## src/rtl/two_col_mac_seq.sv

```systemverilog
// Beat sequencer and dual accumulator for the two-column packed-INT8 MAC.
// Feeds one operand triple per cycle, tracks the one-cycle MAC latency and holds both dot products for the consumer.
module two_col_mac_seq #(
    parameter int LEN_W  = 12,
    parameter int ACC_DW = 32
) (
    input  logic              clk,
    input  logic              rst,
    input  logic              start,
    input  logic [LEN_W-1:0]  cfg_len,
    input  logic              in_valid,
    output logic              in_ready,
    input  logic [7:0]        in_dat,
    input  logic [7:0]        in_wt0,
    input  logic [7:0]        in_wt1,
    output logic [7:0]        mac_dat,
    output logic [7:0]        mac_wt0,
    output logic [7:0]        mac_wt1,
    input  logic [15:0]       mac_sum0,
    input  logic [15:0]       mac_sum1,
    output logic              busy,
    output logic              out_valid,
    input  logic              out_ready,
    output logic [ACC_DW-1:0] out_sum0,
    output logic [ACC_DW-1:0] out_sum1,
    output logic [1:0]        dbg_state
);

    // Handshakes: a beat moves when in_valid & in_ready at a rising edge; results
    // move when out_valid & out_ready. Ready never depends on valid on either side.

    typedef enum logic [1:0] {
        IDLE  = 2'd0,
        RUN   = 2'd1,
        DRAIN = 2'd2,
        DONE  = 2'd3
    } state_t;

    state_t                    state;
    state_t                    state_nxt;
    logic [LEN_W-1:0]          rem;
    logic                      v1;
    logic                      v2;
    logic signed [ACC_DW-1:0]  acc0;
    logic signed [ACC_DW-1:0]  acc1;
    logic signed [ACC_DW-1:0]  prod0;
    logic signed [ACC_DW-1:0]  prod1;
    logic                      accept;

    assign accept = in_valid & in_ready;
    assign prod0  = ACC_DW'($signed(mac_sum0));
    assign prod1  = ACC_DW'($signed(mac_sum1));

    always_comb begin
        state_nxt = state;
        in_ready  = 1'b0;
        busy      = 1'b1;
        out_valid = 1'b0;
        case (state)
            IDLE: begin
                busy = 1'b0;
                if (start) state_nxt = (cfg_len == '0) ? DONE : RUN;
            end
            RUN: begin
                in_ready = (rem != '0);
                if (in_valid && (rem != '0) && (rem == LEN_W'(1))) state_nxt = DRAIN;
            end
            DRAIN: begin
                // Once v1 is clear, the last product (tagged by v2) lands in the
                // accumulators on this same edge, so DONE shows the final sums.
                if (!v1) state_nxt = DONE;
            end
            DONE: begin
                out_valid = 1'b1;
                if (out_ready) state_nxt = IDLE;
            end
            default: state_nxt = IDLE;
        endcase
    end

    always_ff @(posedge clk) begin
        if (rst) begin
            state   <= IDLE;
            rem     <= '0;
            v1      <= 1'b0;
            v2      <= 1'b0;
            acc0    <= '0;
            acc1    <= '0;
            mac_dat <= '0;
            mac_wt0 <= '0;
            mac_wt1 <= '0;
        end else begin
            state   <= state_nxt;
            v1      <= accept;
            v2      <= v1;
            mac_dat <= accept ? in_dat : '0;
            mac_wt0 <= accept ? in_wt0 : '0;
            mac_wt1 <= accept ? in_wt1 : '0;
            if (state == IDLE && start) begin
                rem  <= cfg_len;
                acc0 <= '0;
                acc1 <= '0;
            end else begin
                if (accept) rem <= rem - LEN_W'(1);
                if (v2) begin
                    acc0 <= acc0 + prod0;
                    acc1 <= acc1 + prod1;
                end
            end
        end
    end

    assign out_sum0  = acc0;
    assign out_sum1  = acc1;
    assign dbg_state = state;

endmodule

```

## config.mk

```make
export PLATFORM = sky130hd
export DESIGN_NAME = two_col_mac_seq
export DESIGN_NICKNAME = d
export VERILOG_FILES = /design/src/rtl/two_col_mac_seq.sv
export SDC_FILE = /design/constraint.sdc
export NUM_CORES = 1
export LEC_CHECK = 0
export ABC_AREA = 1
export BUFFER_PORTS_ARGS = -buffer_cell sky130_fd_sc_hd__buf_2
export CORE_MARGIN = 2
export CORE_UTILIZATION = 57
export CTS_CLUSTER_SIZE = 24
export DETAILED_ROUTE_END_ITERATION = 7
export PLACE_DENSITY = 0.92
export SLEW_MARGIN = 20
export SYNTH_ARGS = -nofsm -noshare
export SYNTH_HDL_FRONTEND = slang
export SYNTH_SLANG_ARGS = --single-unit
export TNS_END_PERCENT = 5
```

## constraint.sdc

```tcl
create_clock -name clk -period 2.3 [get_ports clk]
set_input_delay 0 -clock clk [delete_from_list [all_inputs] [get_ports clk]]
set_output_delay 0 -clock clk [all_outputs]
set_load 0.05 [all_outputs]
```

# Yosys cells after proc, flatten, opt, wreduce, memory -nomap -nowiden
# Cells that the tools add are included.
# totals
ff_bits	104
input_bits	73
output_inout_bits	93
word_cells	43
# classes
n_addsub	3
eq_ne	8
n_mux	11
bitwise	2
reduce_logical	10
# ops
cell	count
32-bit by 16-bit adder with 32-bit output	2
12-bit 2-to-1 mux	2
12-bit by 1-bit == test with 1-bit output, second input constant	1
12-bit zero test	1
12-bit nonzero test	1
12-bit by 1-bit subtractor with 12-bit output, second input constant	1
2-bit 2-to-1 mux	5
2-bit inequality test, second input constant	4
2-bit one-hot mux with 4 select lines	1
2-bit == test, second input constant	2
4-bit AND reduction	1
2-bit OR reduction	2
1-bit logical AND	3
1-bit 2-to-1 mux	3
2-bit by 1-bit == test with 1-bit output, second input constant	1
2-bit zero test	1
2-bit nonzero test	1
1-bit bitwise AND	1
1-bit inverter	1

# Depth between registers and ports, before layout
# depth
ltp_word	5
mapped_depth	13

# Least setup slack after synthesis
# Ideal clock, no wire load.
# synth_path
path_kind	register -> register
from	register state[0], in the netlist dbg_state[0]
to	register state[0], in the netlist dbg_state[0]
setup_ps	118
arrival_time_ps	1939
path_slack_ps	242
stages_incl_launch_ff	9
synth_period_minus_slack_ps	2058
cell_sequence	dfxtp_1 -> inv_1 -> ha_1 -> inv_1 -> o22ai_1 -> a21oi_1 -> nand2_1 -> nor3_1 -> nor3_1
# synth_via
elab_chain_len	3
# synth_rtl
element	line	rtl
start: declaration	39	state_t state;
start signal: assignment	93	state <= state_nxt;
2-bit by 1-bit == test with 1-bit output (tied with other cells)	59	case (state)
2-bit inequality test (no source line)	-	
4-bit AND reduction (no source line)	-	
# Parallel ways exist; a longest one is shown, timed or not.
# A chain may end at the register's enable or synchronous reset.

# Final worst setup path
# layout_path
from	register acc0[0], in the netlist out_sum0[0]
to	register acc0[12], in the netlist out_sum0[12]
# layout_via
elab_chain_len	1
# layout_rtl
element	line	rtl
start: declaration	44	logic signed [ACC_DW-1:0] acc0;
start signal: assignment	106	acc0 <= acc0 + prod0;
32-bit by 16-bit adder with 32-bit output	106	
# Every way passes these cells.

==> results.yml <==
grt:
  global_route.usage.total_pct: 30.2
  first_global_vias: 9239
  antenna_found_initial: 0
  first_pass_grt_wire_length_mm: 41.1
  maximum_number_of_pins_on_one_net_before_global_route_repair: 65
  global_route_total_overflow: 0
placement:
  detailedPlace.worstSlack_ns: 0.279
  hpwl_mm: 18.7
  globalplace.congestion: 0.952
  io_buffers: 165
detailed_routing:
  detail_route.vias_per_cell: 5.03
  drt_pass1_iterations: 5
  antenna_violating_nets_post_route: 0
  num_vias: 9869
  totalWireLength_mm: 24.7
  route.detailed.drc: 0
  avgRoutedWirePerCell_um: 12.6
  drt_iter0_drc: 646
clock_network:
  cts_tree: "built"
  postCtsResizedCells: 0
  clk-insertion-delay-late_ns: 0.36
  cts_sinks: 104
  clock_tree.buffer_depth: 2
  tritoncts.num_buffers: 9
  cts.reportedPaths.clkPinSlew_ns: 0.08
  cts_root_buffer: "clkbuf_16"
  cts_max_level: 3
logic_synthesis:
  synth.ff_latch_count: 104
  syn-instance-count: 1581
  synth-edff-count: 0
  synth_top_area_share_pct: 23.5
  syn_nets: 1726
  dominant_cells_by_area_after_synthesis: "dfxtp_1, nand2_1, inv_1"
  share_of_synthesized_flip_flops_with_an_asynchronous_set_or_reset_pct: 0
  syn-mean-instance-area_um2: 5.60
  netlist_area_um2: 8860
  seq_area_frac_synth_pct: 23.5
  yosys_most_used_dff: "dfxtp_1"
  post-synth-top-area-cell: "dfxtp_1"
  yosys.cell_count.top_type: "nand2_1"
  yosys.cell_types.count: 33
  post_synth_most_frequent_cells: "nand2_1, inv_1, nor2_1"
  synth.yosys.warnings: 0
timing:
  finalWorstPathRequiredPeriod_ns: 2.09
  finalHoldViolations: 0
  slew_violations: 0
  achievable-frequency_ghz: 0.478
  final.setup.worst_slack_ns: 0.209
  grt_setup_unrepaired: "no"
  worst_slew_slack_as_a_fraction_of_its_limit_pct: 42.2
  finalSetupViolCount: 0
  aggregate_negative_setup_slack_ns: 0
  timing.final.crit_share_pct: 90.9
  max_slew.worst_pin.slew_ns: 0.867
  timing.clock.skew_ns: 0.00682
pwr:
  power.ir.vdd_worst_mv: 0.817
  power.density_nw_per_um2: 621
  power.leakage_nw: 6.67
worst_setup_path:
  crit_required_ns: 2.55
  cp-end-kind: "flip-flop"
  crit_path_start_kind: "flip-flop"
  worstPathArrival_ns: 2.35
  worst-path-max-fanout: 4
  timing.reg2reg.worst_path_depth: 9
  worst_setup_path_category: "reg2reg"
finish:
  final_nets: 1913
  antenna_cells: 0
  areaGrowthSynthToFinish_pct: 18.2
  post_route_cells_drive_above_1_share_pct: 11.2
job:
  cap_viol_max_count: 0
floorplan:
  design.core.area_um2: 15200
  die_h_um: 129
  row_count: 45
  initial_core_util_pct: 58.3
  die-width_um: 129
  fp.dieArea_um2: 16600
  io_pins: 166
min_path:
  min_path_type: "in2reg"
  hold_path_depth: 5
status:
  outcome: "complete, no violations"
==> flip-flops by register name (all words and copies together), names as in the netlist <==
| register | count |
|---|---|
| out_sum0 | 32 |
| rem | 12 |
| mac_wt1 | 8 |
| v2 | 1 |
| mac_dat | 8 |
| out_sum1 | 32 |
| dbg_state | 2 |
| v1 | 1 |
| mac_wt0 | 8 |
==> metal layers <==
| metal | GRT usage (%) | part of all wire (%) | vias to the layer above |
|---|---|---|---|
| li1 | - | - | 5097 |
| met1 | 37.0 | 44 | 4361 |
| met2 | 51.8 | 46 | 358 |
| met3 | 7.28 | 8.3 | 53 |
| met4 | 10.4 | 2.2 | 0 |
| met5 | 0 | 0 | - |
==> power breakdown <==
group	total [W]	switching, W	internal, W
sequential	0.00214	0.000162	0.00198
clock	0.00162	0.000796	0.000826
combinational	0.00274	0.00189	0.000846
total	0.00650	0.00285	0.00365
==> critical path, cell delays in order, from the launching register on <==
cell     delay [ns]
dfxtp_1        0.33
ha_1           0.22
fa_1           0.46
nand3_1        0.12
nand3_1        0.17
nand3_1        0.12
nand3_1        0.14
xor2_1         0.18
o21ai_0        0.17
inv_1          0.07
==> stage by stage <==
step / hold WS [ns] / util (%) / std cells / area [µm²] / total power [W]
after floorplan: 0.0787 / - / 1581 / 8860 / 0.00421
after CTS: 0.00270 / 68.9 / 1961 / 10500 / 0.00649
final: 0.00687 / 68.9 / 1961 / 10500 / 0.00650
after global placement: 0.212 / 64.8 / 1914 / 9860 / 0.00476
after detailed placement: 0.219 / 64.8 / 1914 / 9860 / 0.00482
after global routing: 0.0427 / 68.9 / 1961 / 10500 / 0.00694
==> timing repair <==
action | in CTS | in global routing
setup buffers | 0 | 0
hold endpoints to repair | 32 | 0
hold buffers | 31 | 0
setup endpoints to repair | 0 | 0
==> logic make-up (layout without fill, tap and decap cells) <==
kind of cell | Yosys count | in the layout | share of synthesized area, %
flops | 104 | 104 | 23.5
xor+xnor | 36 | 36 | 3.56
simple gates | 892 | 892 | 40.0
fa+ha+maj | 72 | 72 | 10.3
buf+inv | 363 | 555 | 15.6
compound gates | 114 | 114 | 6.99
==> placed cells by master, fill, tap and decap left out <==
| master | n |
|---|---|
| inv_2 | 2 |
| o21bai_1 | 6 |
| dfxtp_4 | 1 |
| buf_12 | 1 |
| inv_8 | 1 |
| buf_4 | 2 |
| ha_1 | 70 |
| nor2_1 | 244 |
| buf_2 | 165 |
| inv_6 | 3 |
| a31oi_1 | 1 |
| a21oi_1 | 56 |
| nor2_4 | 1 |
| nor2_2 | 6 |
| clkinv_1 | 1 |
| dfxtp_1 | 103 |
| nand2_2 | 3 |
| nor4_1 | 3 |
| fa_1 | 2 |
| o21ai_0 | 41 |
| xor2_1 | 32 |
| a21o_1 | 2 |
| and2_1 | 1 |
| nand4_1 | 8 |
| nor3_1 | 10 |
| nand3_2 | 1 |
| xnor2_1 | 4 |
| nand3b_1 | 2 |
| clkinv_4 | 2 |
| and3_1 | 1 |
| o22ai_1 | 1 |
| clkbuf_16 | 10 |
| inv_1 | 337 |
| o21a_1 | 6 |
| nand2_1 | 523 |
| nand3_1 | 89 |
| a21oi_4 | 1 |
| dlygate4sd3_1 | 31 |
==> path summary, 6_finish.rpt <==
path,endpoint,start,slack (ns)
worst max-delay path,out_sum0[12],out_sum0[0],0.21
worst max register to register,out_sum0[12],out_sum0[0],0.21
worst min-delay path,rem[9],cfg_len[9],0.007
worst min register to register,v2,v1,0.42
==> final cells by class <==
cell class,instances,area (µm²)
inverter,340,1280
timing repair buffer,199,1170
sequential,104,2090
tap,188,235
clock inverter,6,55.1
clock buffer,10,250
multi-input combinational,1114,5400
fill,1389,4730
Note: power is estimated with default switching activity, not from simulation.
